$ cat src/rtl/fir_xifu_pkg.sv
// fir_xifu_pkg
// Shared types and constants for the FIR XIFU in-flight instruction controller.
//   - fir_xifu_slot_state_e : lifecycle of one slot-table entry
//   - fir_xifu_slot_t       : one slot-table entry (state, id, rd, rd_we)
// Slot ids are stored at XIFU_ID_W_MAX bits so the struct does not depend on
// the controller's ID_W parameter; ids are zero-extended on capture and compare.
package fir_xifu_pkg;

    localparam int XIFU_NSLOTS_DEF = 4;
    localparam int XIFU_ID_W_MAX   = 8;   // upper bound for ID_W
    localparam int XIFU_REG_W      = 5;   // XIFU register index width (NREG <= 32)

    typedef enum logic [1:0] {
        SLOT_FREE      = 2'd0,
        SLOT_ISSUED    = 2'd1,
        SLOT_COMMITTED = 2'd2,
        SLOT_DONE      = 2'd3
    } fir_xifu_slot_state_e;

    typedef struct packed {
        fir_xifu_slot_state_e     state;
        logic [XIFU_ID_W_MAX-1:0] id;
        logic [XIFU_REG_W-1:0]    rd;
        logic                     rd_we;
    } fir_xifu_slot_t;

endpackage

$ cat src/rtl/fir_xifu_scoreboard.sv
// fir_xifu_scoreboard
// Purely combinational issue check for the FIR XIFU controller.
//   slots_i          : registered slot table
//   req_*            : id and register usage of the instruction at decode
//   ready_o          : 1 when a slot is free, the id is not in flight and no
//                      in-flight writer targets a register the request uses
//   free_idx_o       : lowest-index FREE slot (valid only when a slot is free)
module fir_xifu_scoreboard
    import fir_xifu_pkg::*;
#(
    parameter int N_SLOTS = XIFU_NSLOTS_DEF,
    parameter int ID_W    = 4,
    parameter int REG_W   = 5
) (
    input  fir_xifu_slot_t             slots_i [N_SLOTS],
    input  logic [ID_W-1:0]            req_id_i,
    input  logic [REG_W-1:0]           req_rd_i,
    input  logic [REG_W-1:0]           req_rs1_i,
    input  logic [REG_W-1:0]           req_rs2_i,
    input  logic                       req_rd_we_i,
    input  logic                       req_rs1_re_i,
    input  logic                       req_rs2_re_i,
    output logic                       ready_o,
    output logic [$clog2(N_SLOTS)-1:0] free_idx_o
);

    localparam int IDX_W = $clog2(N_SLOTS);

    logic full;
    logic id_clash;
    logic hazard;

    always_comb begin
        // NOTE: every variable driven here gets a default first so no path
        // leaves it unassigned, which would otherwise infer a latch.
        full       = 1'b1;
        id_clash   = 1'b0;
        hazard     = 1'b0;
        free_idx_o = '0;
        // Walk downwards so the last FREE hit, the lowest index, wins.
        for (int i = N_SLOTS - 1; i >= 0; i--) begin
            if (slots_i[i].state == SLOT_FREE) begin
                full       = 1'b0;
                free_idx_o = IDX_W'(i);
            end else begin
                if (slots_i[i].id == XIFU_ID_W_MAX'(req_id_i)) begin
                    id_clash = 1'b1;
                end
                // RAW on either source, WAW on the destination.
                if (slots_i[i].rd_we &&
                    ((req_rs1_re_i && slots_i[i].rd == XIFU_REG_W'(req_rs1_i)) ||
                     (req_rs2_re_i && slots_i[i].rd == XIFU_REG_W'(req_rs2_i)) ||
                     (req_rd_we_i  && slots_i[i].rd == XIFU_REG_W'(req_rd_i)))) begin
                    hazard = 1'b1;
                end
            end
        end
        ready_o = !(full || id_clash || hazard);
    end

endmodule

$ cat src/rtl/fir_xifu_ctrl.sv
// fir_xifu_ctrl
// In-flight instruction controller for the FIR XIFU coprocessor. Keeps a slot
// table of accepted instructions, gates XIF issue_ready through the
// scoreboard, retires slots on commit/kill and datapath writeback, and
// broadcasts a one-cycle kill to the pipeline.
//   clk_i, rst_ni        : clock, asynchronous active-low reset
//   clear_i              : synchronous flush of every slot (no kill pulse)
//   issue_*              : XIF issue request and decoded register usage
//   issue_ready_o        : combinational issue_ready
//   commit_*             : XIF commit (optionally a kill)
//   wb_valid_i, wb_id_i  : datapath completion
//   kill_valid_o/_id_o   : registered flush pulse for ID/EX/WB
//   outstanding_o, busy_o: registered count of non-FREE slots
//   err_o                : registered pulse for commit/wb to an unknown id
module fir_xifu_ctrl
    import fir_xifu_pkg::*;
#(
    parameter int N_SLOTS = XIFU_NSLOTS_DEF,  // 2..8
    parameter int ID_W    = 4,                // <= XIFU_ID_W_MAX
    parameter int NREG    = 32                // <= 32
) (
    input  logic                         clk_i,
    input  logic                         rst_ni,
    input  logic                         clear_i,
    input  logic                         issue_valid_i,
    input  logic                         issue_accept_i,
    input  logic [ID_W-1:0]              issue_id_i,
    input  logic [$clog2(NREG)-1:0]      issue_rd_i,
    input  logic [$clog2(NREG)-1:0]      issue_rs1_i,
    input  logic [$clog2(NREG)-1:0]      issue_rs2_i,
    input  logic                         issue_rd_we_i,
    input  logic                         issue_rs1_re_i,
    input  logic                         issue_rs2_re_i,
    output logic                         issue_ready_o,
    input  logic                         commit_valid_i,
    input  logic [ID_W-1:0]              commit_id_i,
    input  logic                         commit_kill_i,
    input  logic                         wb_valid_i,
    input  logic [ID_W-1:0]              wb_id_i,
    output logic                         kill_valid_o,
    output logic [ID_W-1:0]              kill_id_o,
    output logic [$clog2(N_SLOTS+1)-1:0] outstanding_o,
    output logic                         busy_o,
    output logic                         err_o
);

    localparam int REG_W = $clog2(NREG);
    localparam int IDX_W = $clog2(N_SLOTS);
    localparam int CNT_W = $clog2(N_SLOTS + 1);

    fir_xifu_slot_t   slots_q [N_SLOTS];
    fir_xifu_slot_t   slots_d [N_SLOTS];
    logic             kill_valid_q, kill_valid_d;
    logic [ID_W-1:0]  kill_id_q, kill_id_d;
    logic [CNT_W-1:0] outstanding_q, outstanding_d;
    logic             busy_q, busy_d;
    logic             err_q, err_d;

    logic [IDX_W-1:0] free_idx;
    logic             issue_fire;
    logic             commit_hit [N_SLOTS];
    logic             wb_hit     [N_SLOTS];
    logic             commit_known;
    logic             wb_known;

    fir_xifu_scoreboard #(
        .N_SLOTS (N_SLOTS),
        .ID_W    (ID_W),
        .REG_W   (REG_W)
    ) u_scoreboard (
        .slots_i      (slots_q),
        .req_id_i     (issue_id_i),
        .req_rd_i     (issue_rd_i),
        .req_rs1_i    (issue_rs1_i),
        .req_rs2_i    (issue_rs2_i),
        .req_rd_we_i  (issue_rd_we_i),
        .req_rs1_re_i (issue_rs1_re_i),
        .req_rs2_re_i (issue_rs2_re_i),
        .ready_o      (issue_ready_o),
        .free_idx_o   (free_idx)
    );

    // A handshake coinciding with clear_i is dropped.
    assign issue_fire = issue_valid_i && issue_accept_i && issue_ready_o && !clear_i;

    // Id matches against the registered table; FREE slots never match.
    always_comb begin
        commit_known = 1'b0;
        wb_known     = 1'b0;
        for (int i = 0; i < N_SLOTS; i++) begin
            commit_hit[i] = commit_valid_i && (slots_q[i].state != SLOT_FREE) &&
                            (slots_q[i].id == XIFU_ID_W_MAX'(commit_id_i));
            wb_hit[i]     = wb_valid_i && (slots_q[i].state != SLOT_FREE) &&
                            (slots_q[i].id == XIFU_ID_W_MAX'(wb_id_i));
            commit_known  = commit_known || commit_hit[i];
            wb_known      = wb_known || wb_hit[i];
        end
    end

    always_comb begin
        slots_d       = slots_q;
        kill_valid_d  = 1'b0;
        kill_id_d     = '0;
        outstanding_d = '0;
        err_d         = 1'b0;

        if (clear_i) begin
            for (int i = 0; i < N_SLOTS; i++) begin
                slots_d[i].state = SLOT_FREE;
            end
        end else begin
            err_d = (commit_valid_i && !commit_known) || (wb_valid_i && !wb_known);
            for (int i = 0; i < N_SLOTS; i++) begin
                if (commit_hit[i] && commit_kill_i) begin
                    // Kill beats a simultaneous writeback of the same id.
                    slots_d[i].state = SLOT_FREE;
                    kill_valid_d     = 1'b1;
                    kill_id_d        = commit_id_i;
                end else begin
                    case (slots_q[i].state)
                        SLOT_ISSUED: begin
                            if (commit_hit[i] && wb_hit[i]) slots_d[i].state = SLOT_FREE;
                            else if (commit_hit[i])         slots_d[i].state = SLOT_COMMITTED;
                            else if (wb_hit[i])             slots_d[i].state = SLOT_DONE;
                        end
                        SLOT_COMMITTED: if (wb_hit[i])     slots_d[i].state = SLOT_FREE;
                        SLOT_DONE:      if (commit_hit[i]) slots_d[i].state = SLOT_FREE;
                        default: ;
                    endcase
                end
            end
            // The allocated slot was FREE in slots_q, so no retire touched it.
            if (issue_fire) begin
                slots_d[free_idx].state = SLOT_ISSUED;
                slots_d[free_idx].id    = XIFU_ID_W_MAX'(issue_id_i);
                slots_d[free_idx].rd    = XIFU_REG_W'(issue_rd_i);
                slots_d[free_idx].rd_we = issue_rd_we_i;
            end
        end

        for (int i = 0; i < N_SLOTS; i++) begin
            if (slots_d[i].state != SLOT_FREE) outstanding_d = outstanding_d + CNT_W'(1);
        end
        busy_d = (outstanding_d != '0);
    end

    // NOTE: the slot table is only a handful of flops and its state must be
    // FREE out of reset, so it is reset like any other register.
    always_ff @(posedge clk_i or negedge rst_ni) begin
        if (!rst_ni) begin
            for (int i = 0; i < N_SLOTS; i++) begin
                slots_q[i] <= '{state: SLOT_FREE, id: '0, rd: '0, rd_we: 1'b0};
            end
            kill_valid_q  <= 1'b0;
            kill_id_q     <= '0;
            outstanding_q <= '0;
            busy_q        <= 1'b0;
            err_q         <= 1'b0;
        end else begin
            // NOTE: non-blocking assignments so every flop samples the
            // pre-edge values regardless of statement order.
            slots_q       <= slots_d;
            kill_valid_q  <= kill_valid_d;
            kill_id_q     <= kill_id_d;
            outstanding_q <= outstanding_d;
            busy_q        <= busy_d;
            err_q         <= err_d;
        end
    end

    assign kill_valid_o  = kill_valid_q;
    assign kill_id_o     = kill_id_q;
    assign outstanding_o = outstanding_q;
    assign busy_o        = busy_q;
    assign err_o         = err_q;

endmodule

$ cat config.mk
export PLATFORM = sky130hd
export DESIGN_NAME = fir_xifu_ctrl
export DESIGN_NICKNAME = d
export VERILOG_FILES = /design/src/rtl/fir_xifu_pkg.sv /design/src/rtl/fir_xifu_scoreboard.sv /design/src/rtl/fir_xifu_ctrl.sv
export SDC_FILE = /design/constraint.sdc
export NUM_CORES = 1
export LEC_CHECK = 0
export CAP_MARGIN = 40
export CORE_ASPECT_RATIO = 0.8
export CORE_MARGIN = 4
export CORE_UTILIZATION = 64
export CTS_BUF_LIST = sky130_fd_sc_hd__clkbuf_4 sky130_fd_sc_hd__clkbuf_8 sky130_fd_sc_hd__clkbuf_16
export DETAILED_ROUTE_END_ITERATION = 8
export DONT_BUFFER_PORTS = 1
export GPL_TIMING_DRIVEN = 0
export PLACE_DENSITY = 0.86
export REMOVE_ABC_BUFFERS = 1
export SYNTH_ARGS = -nofsm -noshare
export SYNTH_HDL_FRONTEND = slang
export SYNTH_SLANG_ARGS = --single-unit
$ cat constraint.sdc
create_clock -name clk_i -period 4.1 [get_ports clk_i]
set_input_delay 0.41 -clock clk_i [delete_from_list [all_inputs] [get_ports clk_i]]
set_output_delay 0.41 -clock clk_i [all_outputs]
set_load 0.005 [all_outputs]
==> run metrics, run 1 <==
status finished, final reports clean; HPWL after DPL 7470 um; top cells by area, synth dfrtp_1, xnor2_1, xor2_1; Crit Path Max Fanout 5; part of the power in combinational logic 14.8%; Flop pwr share between 40% and 50%; flop-to-flop setup slack 200 ps; GP Congestion 0.931; Fin. Hold Viols 0; switching pwr 465 uW; Clk pwr share 36.9%; GRT overflow 0; Die Y 82.9 um; final setup margin between 150 and 200 ps; Synth Register Bits 74; launch point of the worst reg-to-reg path slots_q[43]; Leakage 0.00211 uW; Final Non-Filler Cells ~550; mux contribution to synthesized area under 10%; PortBufs 0; Slew Limit Headroom 40.9%; die area around 8400 um2; cell row count 27; Worst Path Class, Setup reg -> reg; H-tree Lvls 3; Worst-path clk slew 80 ps; detailed-route via count about 3,300; area share of the largest cell type after synthesis 41.2%; CORE AREA 6860 um2; VDD IR-drop max approximately 250 uV; Mapped Cells 450; post-synthesis adder-cell area fraction between 1 and 1.5%; Inst Count DP 518; Yosys warning count 0; drt via density between 6 and 7; worst hold path type in -> reg; xor and xnor area share after synthesis 21.4%; # nets final 496; Post-synth ARST share 100%; combinational family with the most area after synthesis XOR/XNOR gates; Top FF cell, synth dfrtp_1; hold_sp clear_i; Peak Freq 0.256 GHz; # fillers 491; Net Sw Frac 26.4%; Hold Path End slots_q[31]; n_diodes 0; initial DRC count 268; share of cells above drive strength 1 15.5%; post-synthesis compound-gate area fraction 4.15%; Final Max Slew Viols 0; Worst Tran Pin Value around 900 ps; Multi-input gate area 2590 um2; internal power 1290 uW; GRT Overall Usage approximately a quarter; final WL 10,400 um; detailed-route DRC error count 0; DRT Pass-1 Iters 5; Worst setup SP type flop; synth unique cells 48; register area share after synthesis 41.2%; top cell type by total area after synthesis dfrtp_1; required time of the critical path 4350 ps; worst reg2reg path endpoint busy_o; most frequent cells in the layout xnor2_1, dfrtp_1, nand2_1, xor2_1, mux2_2; area delta synth->final 9.64%; initial core utilization 65.5%; Max-Cap Viols 0; largest net degree at the start of global routing 75; clk_lat worst skew 360 ps; clock skew 11.4 ps; Post-Synth Simple-Gate Area 20.6%; wire length per cell between 15 and 20 um; Util after Layout between 70% and 80%; Final setup viols 0; Final Hold Slack roughly 110 ps; Clock Tree Buf Depth 2; synthesized area 4490 um2; first-pass GRT wire length 17,000 um; initial antenna violation count 0; overall power approximately 1800 uW; total power per unit cell area roughly 360 nW/um2; vias in the first global route 3,297; post-route ant nets 0; Avg Cell Area, Syn approximately 10 um2; hold path depth 1; Post-synth EDFFs 0; Reg2Reg Depth 16; final worst-path cycle share 95.2%; critical path arrival 4160 ps; DP Worst Slack -507 ps; register area 1850 um2; # clock sinks between 70 and 80; root buffer cell clkbuf_8; IO Count 49; minimum clock period 3900 ps; CTS tree built; CTS Buf Count 9; Die X approximately 100 um; CP Capture Type flop
[worst max-delay path, cell delays in order, from the launching register on]
cell and delay, ps:
dfrtp_1 400, nor4_2 240, o21ai_1 180, or3_4 450
or3b_1 380, a21oi_1 160, a211oi_1 80, a21o_1 230
a31oi_4 240, inv_1 110, ha_4 240, nor2b_1 140
or2_1 270, ha_1 320, nor2_1 110, o211ai_1 90
and3_1 160
[power by group through the flow]
stage / clock (uW) / combinational, uW / sequential (uW)
2_1_floorplan: 0 / 197 / 844
3_3_place_gp: 0 / 223 / 858
3_5_place_dp: 0 / 234 / 862
4_1_cts: 655 / 255 / 849
5_1_grt: 697 / 287 / 856
6_report: 649 / 260 / 850
[layer usage]
metal / global-route usage, % / part of all wire (%) / up-vias
met5: 0 / 0 / -
met4: 7.73 / 1.5 / 0
met3: 6.30 / 7.0 / 15
met2: 38.6 / 46 / 130
met1: 37.4 / 45 / 1599
li1: - / - / 1535
[logic make-up after synthesis]
| logic type | after synthesis |
|---|---|
| flip-flops | 74 |
| adder cells (fa/ha/maj) | 5 |
| AND/OR/NAND/NOR | 170 |
| XOR/XNOR | 110 |
| multiplexers | 34 |
| buffers and inverters | 27 |
| AO/OA/AOI/OAI | 30 |
[synth_stat cells, types with 2 or more instances]
cell type  count
or2_1          3
mux2_1         6
clkbuf_1       4
buf_2         14
a21oi_1        7
a21o_1         3
or3_1          3
inv_1          5
o21ai_0       10
dfrtp_1       74
nand4_1       17
xor2_1        36
nor3_1         7
nand3_1        9
o211ai_1       2
and2_1         5
nor2_2         2
mux2_2        24
nor2_1        21
nor4_2         2
clkbuf_2       2
nor2b_1       20
mux2i_1        4
nor4_1        20
nand4b_1       2
a31oi_1        2
nand2_1       47
xnor2_1       74
and3_1         2
ha_1           5
[worst max path at each step]
stage	from	endpoint	slack (ps)	cells after the start
3_5_place_dp	slots_q[63]	busy_o	-510	16
3_3_place_gp	slots_q[62]	busy_o	-690	15
2_1_floorplan	slots_q[14]	busy_o	150	15
5_1_grt	slots_q[43]	busy_o	-20	16
4_1_cts	slots_q[14]	busy_o	40	16
6_report	slots_q[43]	busy_o	200	16
[what timing repair did]
item                                    4_1_cts  5_1_grt
endpoints found under the hold margin        74        0
pin swaps                                     2        2
buffers inserted                              1        8
resized for setup                             9        6
hold buffers                                  2        0
endpoints found under the setup margin        4        2
[through the flow]
stage               TNS (ps)  instance area [um2]
floorplan                  0                 4390
global placement       -1800                 4500
detailed placement     -1080                 4520
CTS                        0                 4820
global route           -18.2                 4920
finish                     0                 4920
[area by class of cell]
cell class	instances	share of cell area, %
Inverter	6	0.457
Timing Repair Buffer	13	2.52
Clock buffer	12	3.10
Sequential cell	74	37.6
Multi-Input combinational cell	349	52.6
Tap cell	87	2.21
Clock inverter	4	1.52
Note: power is estimated with default switching activity, not from simulation.
==> run 2: changes to the inputs <==
--- a/config.mk
+++ b/config.mk
@@ -15,6 +15,7 @@
 export GPL_TIMING_DRIVEN = 0
 export PLACE_DENSITY = 0.86
 export REMOVE_ABC_BUFFERS = 1
+export SLEW_MARGIN = 30
 export SYNTH_ARGS = -nofsm -noshare
 export SYNTH_HDL_FRONTEND = slang
 export SYNTH_SLANG_ARGS = --single-unit
==> run 2 against run 1 <==
Compared with the run above:
- wire length is 2.7% higher
- via count rose by 0.91%
- hold slack gained 17 ps
- sequential cell count stayed put
- register-to-register slack better by 30 ps
- combinational power about the same
- count of clock-buffer cells in the layout is the same
- clock skew barely moved
- die area stayed put
- design area grew 0.38%
- core utilization is 0.27 points higher
- largest power group unchanged
- highest routed layer unchanged
==> run metrics, run 2 (same netlist as run 1, synthesis figures left out) <==
vias in the first global route 3,257; HPWL after DPL 7430 um; detailed-route DRC error count 0; initial antenna violation count 0; minimum clock period 3870 ps; CTS Buf Count 9; highest routed metal layer met4; Final Max Slew Viols 0; total power per unit cell area 370 nW/um2; crit-path cells nor4_2 -> o21ai_2 -> or3_4 -> or3b_1 -> a21oi_1 -> a211oi_1 -> a21o_1 -> a31oi_4 -> inv_1 -> ha_4 -> nor2b_1 -> or2_1 -> ha_1 -> nor2_1 -> o211ai_1 -> and3_1; final worst-path cycle share a little over nine tenths; Fin. Hold Viols 0; Worst Path Class, Setup reg -> reg; PortBufs 0; Worst-path clk slew 80 ps; Leakage 0.00212 uW; M1 wire length approximately 4800 um; critical path arrival roughly 4100 ps; CP peak stage delay 430 ps; H-tree Lvls 3; cell row count 27; first-pass GRT wire length between 15,000 and 20,000 um; CP Capture Type flop; final WL between 10,000 and 15,000 um; Worst Tran Pin Value between 800 and 900 ps; Finished Cell Area 4940 um2; Worst setup SP type flop; drt via density 6.09; met3 wire length ~770 um; GP Congestion 0.931; root buffer cell clkbuf_8; detailed-route via count around 3,300; post-route ant nets 0; n_diodes 0; share of cells above drive strength 1 between 10% and 20%; Die X between 100 and 150 um; Peak Freq 0.258 GHz; GRT Overall Usage 25.9%; Die Y 82.9 um; clock skew 11.9 ps; area delta synth->final 10.1%; placed instance area ~4500 um2; # clock sinks 74; DRT Pass-1 Iters 5; GRT overflow 0; initial DRC count a little over 300; die area 8430 um2; Util after Layout a little over 70%; critical path's slowest cell or3_4; Clock Tree Buf Depth 2; WL met2 4850 um; CTS tree built; clk_lat worst skew approximately 350 ps; Max-Cap Viols 0; status finished, final reports clean; Slew Limit Headroom 45.0%; RSZ-0062 raised after global routing no; IO Count 49; worst hold path type in -> reg; most frequent cells in the layout xnor2_1, dfrtp_1, nand2_1, xor2_1, mux2_2; CORE AREA 6860 um2; wire length per cell 19.6 um; Final setup viols 0; Crit Path Max Fanout 5; required time of the critical path approximately 4300 ps; # nets final 494; VDD IR-drop max 249 uV; largest net degree at the start of global routing 75; initial core utilization 65.5%
run 2: cell count changes in the layout (fill, tap and decap cells not counted), sizes merged:
cell      previous run  this run
buf                 12        10
bufinv               2         3
clkinvlp             2         1
run 2: final cells by class:
cell class              instances  area (um2)
fillers                       465        1910
flip-flops and latches         74        1850
inverters                       6        22.5
repair buffers                 11         113
multi-input cells             349        2590
well taps                      87         109
clock buffers                  12         159
clock inverters                 4        97.6
run 2: repair_timing:
item                                    CTS  global route
setup buffers                             2             4
endpoints found under the setup margin    4             1
hold buffers                              2             0
resized for setup                         9             6
hold endpoints to repair                 74             0
pin swaps                                 2             2
run 2: path summary, 6_finish.rpt:
kind | startpoint | slack [ps] | endpoint | cells past startpoint
worst max-delay path | slots_q[43] | 230 | busy_o | 16
min in group asynchronous | rst_ni | 640 | asynchronous set/reset pin | 2
worst min-delay path | clear_i | 120 | slots_q[30] | 1
worst max register to register | slots_q[43] | 230 | busy_o | 16
worst min register to register | flop | 510 | flop | 1
max in group asynchronous | rst_ni | 3150 | asynchronous set/reset pin | 2
run 2: power by group:
| part | switching [uW] | internal (uW) | leakage, uW |
|---|---|---|---|
| sequential | 74.1 | 776 | 0.00100 |
| clock | 272 | 445 | 0.000126 |
| combinational | 118 | 144 | 0.000992 |
run 2: critical path, delay by kind of cell, from the launching register on:
kind,cells,cell delay (ps)
AOI/OAI and AO/OA,6,880
DFF,1,400
buffers and inverters,1,120
and+or+nand+nor,7,1810
adders and majority gates,2,560
run 2: metrics by stage:
stage / setup TNS [ps] / hold WS (ps) / power (uW) / std cells / setup slack, ps
6_report: 0 / 122 / 1830 / 543 / 231
5_1_grt: 0 / 96.4 / 1910 / 543 / 23.5
4_1_cts: 0 / 106 / 1830 / 538 / 70.8
3_5_place_dp: -1140 / 118 / 1100 / 518 / -524
3_3_place_gp: -1800 / 118 / 1080 / 516 / -687
2_1_floorplan: 0 / 114 / 1040 / 429 / 152
run 2: metal layers:
metal  vias up  global-route usage (%)
li1       1527                       -
met1      1624                    38.0
met2       138                    38.6
met3        20                    5.96
met4         0                    7.13
met5         -                       0
==> run 3: changes to the inputs <==
--- a/config.mk
+++ b/config.mk
@@ -7,7 +7,7 @@
 export LEC_CHECK = 0
 export CAP_MARGIN = 40
 export CORE_ASPECT_RATIO = 0.8
-export CORE_MARGIN = 4
+export CORE_MARGIN = 2
 export CORE_UTILIZATION = 64
 export CTS_BUF_LIST = sky130_fd_sc_hd__clkbuf_4 sky130_fd_sc_hd__clkbuf_8 sky130_fd_sc_hd__clkbuf_16
 export DETAILED_ROUTE_END_ITERATION = 8
==> constraint.sdc (replaced) <==
create_clock -name clk_i -period 4.1 [get_ports clk_i]
set_input_delay 0.82 -clock clk_i [delete_from_list [all_inputs] [get_ports clk_i]]
set_output_delay 0.82 -clock clk_i [all_outputs]
set_load 0.005 [all_outputs]
==> run 3 against run 2 <==
Compared with the run above:
- worst setup slack worse by 18 ps
- critical path type unchanged
- largest cell class unchanged
- power is 6.4% lower
- combinational power is 5% lower
- count of clock-buffer cells in the layout is 3 lower
==> run metrics, run 3 (same netlist as run 1, synthesis figures left out) <==
status finished, final reports clean; Max-Cap Viols 0; switching pwr 459 uW; VDD IR-drop max between 300 and 400 uV; required time of the critical path approximately 4400 ps; Reg2Reg Depth 16; Final setup viols 0; largest net degree at the start of global routing 75; clk_lat worst skew roughly 370 ps; H-tree Lvls 3; Peak Freq 0.257 GHz; detailed-route via count 3,448; # nets final 500; Clock Tree Buf Depth 2; PortBufs 0; share of cells above drive strength 1 16.7%; initial core utilization 65.8%; Worst Path Class, Setup reg -> reg; Flop pwr share 49.7%; Crit Path Max Fanout 5; n_diodes 0; Net Sw Frac 26.8%; part of the power in combinational logic 14.6%; worst hold path type in -> async; Worst Tran Pin Value approximately 630 ps; Worst-path clk slew 90 ps; GP Congestion 0.963; wire length per cell just under 20 um; HPWL after DPL 7420 um; Slew Limit Headroom 56.9%; Util after Layout 71.9%; most common cell after layout, fill and taps aside xnor2_1; DRT Pass-1 Iters 5; Worst setup SP type flop; vias in the first global route roughly 3,400; IO Count 49; minimum clock period 3890 ps; drt via density 6.30; total power per unit cell area 349 nW/um2; Die Y 78.9 um; Fin. Hold Viols 0; CTS tree built; Die X slightly below 100 um; initial antenna violation count 0; first-pass GRT wire length 16,900 um; flop-to-flop setup slack 210 ps; clock skew 14.4 ps; Leakage 0.00212 uW; final worst-path cycle share 94.8%; CORE AREA approximately 7000 um2; most frequent cells in the layout xnor2_1, dfrtp_1, nand2_1, xor2_1, mux2_2; overall power 1710 uW; detailed-route DRC error count 0; post-route ant nets 0; die area 7710 um2; final WL 10,800 um; CP Capture Type flop; CTS Buf Count 9; GRT Overall Usage 28.2%; cell row count 27; root buffer cell clkbuf_8; # clock sinks 74; area delta synth->final 9.28%; initial DRC count 307; GRT overflow 0; Clk pwr share a little over a third; critical path arrival 4140 ps; Final Max Slew Viols 0; internal power between 1000 and 1500 uW
[run 3: path summary, 6_finish.rpt]
check                                 start                    endpoint
worst max-delay path            slots_q[42]                      busy_o
worst min-delay path                 rst_ni                kill_id_o[2]
worst max register to register  slots_q[42]                      busy_o
worst min register to register  slots_q[27]                 slots_q[27]
max in group asynchronous            rst_ni  asynchronous set/reset pin
min in group clk_i              slots_q[27]                 slots_q[27]
[run 3: area by class of cell]
cell class / instances / area (um2)
multi-input cells: 349 / 2570
inverters: 6 / 25.0
well taps: 87 / 109
flip-flops and latches: 74 / 1850
clock buffers: 9 / 124
repair buffers: 17 / 143
fillers: 455 / 1920
clock inverters: 5 / 81.3
[run 3: routing by layer]
layer	share of wire (%)	track usage, %	wire (um)
met5	0	0	0
met4	2.9	11.3	317
met3	8.1	6.87	875
met2	48	45.1	5170
met1	41	37.4	4450
[run 3: what timing repair did]
action | 4_1_cts | 5_1_grt
gates resized for setup | 5 | 15
endpoints found under the setup margin | 3 | 3
hold buffers | 0 | 0
setup buffers | 3 | 10
pin swaps | 3 | 6
[run 3: per-stage QoR]
step	instance area [um2]	std cells	worst slack, ps	hold slack [ps]	setup TNS [ps]
detailed placement	4530	519	-577	472	-1320
floorplan	4390	429	-196	439	-205
finish	4910	547	212	144	0
global placement	4500	516	-878	454	-2570
global route	4910	547	-8.95	131	-8.95
CTS	4770	536	8.02	140	0
[run 3: critical path, cell delays in order, from the launching register on]
cell      delay (ps)
dfrtp_1          380
nor4_1           300
o21ai_1          200
or3_4            450
or3b_1           380
a21oi_1          160
a211oi_1          70
a21o_1           220
a31oi_4          190
inv_2             80
ha_4             260
nor2b_1          130
or2_1            270
ha_1             320
nor2_1           120
o211ai_1          90
and3_1           150
[run 3: power by group through the flow]
stage,clock network (uW),logic [uW],registers (uW)
finish,612,249,852
detailed placement,0,232,861
global route,644,272,858
floorplan,0,197,844
global placement,0,219,858
CTS,617,236,848
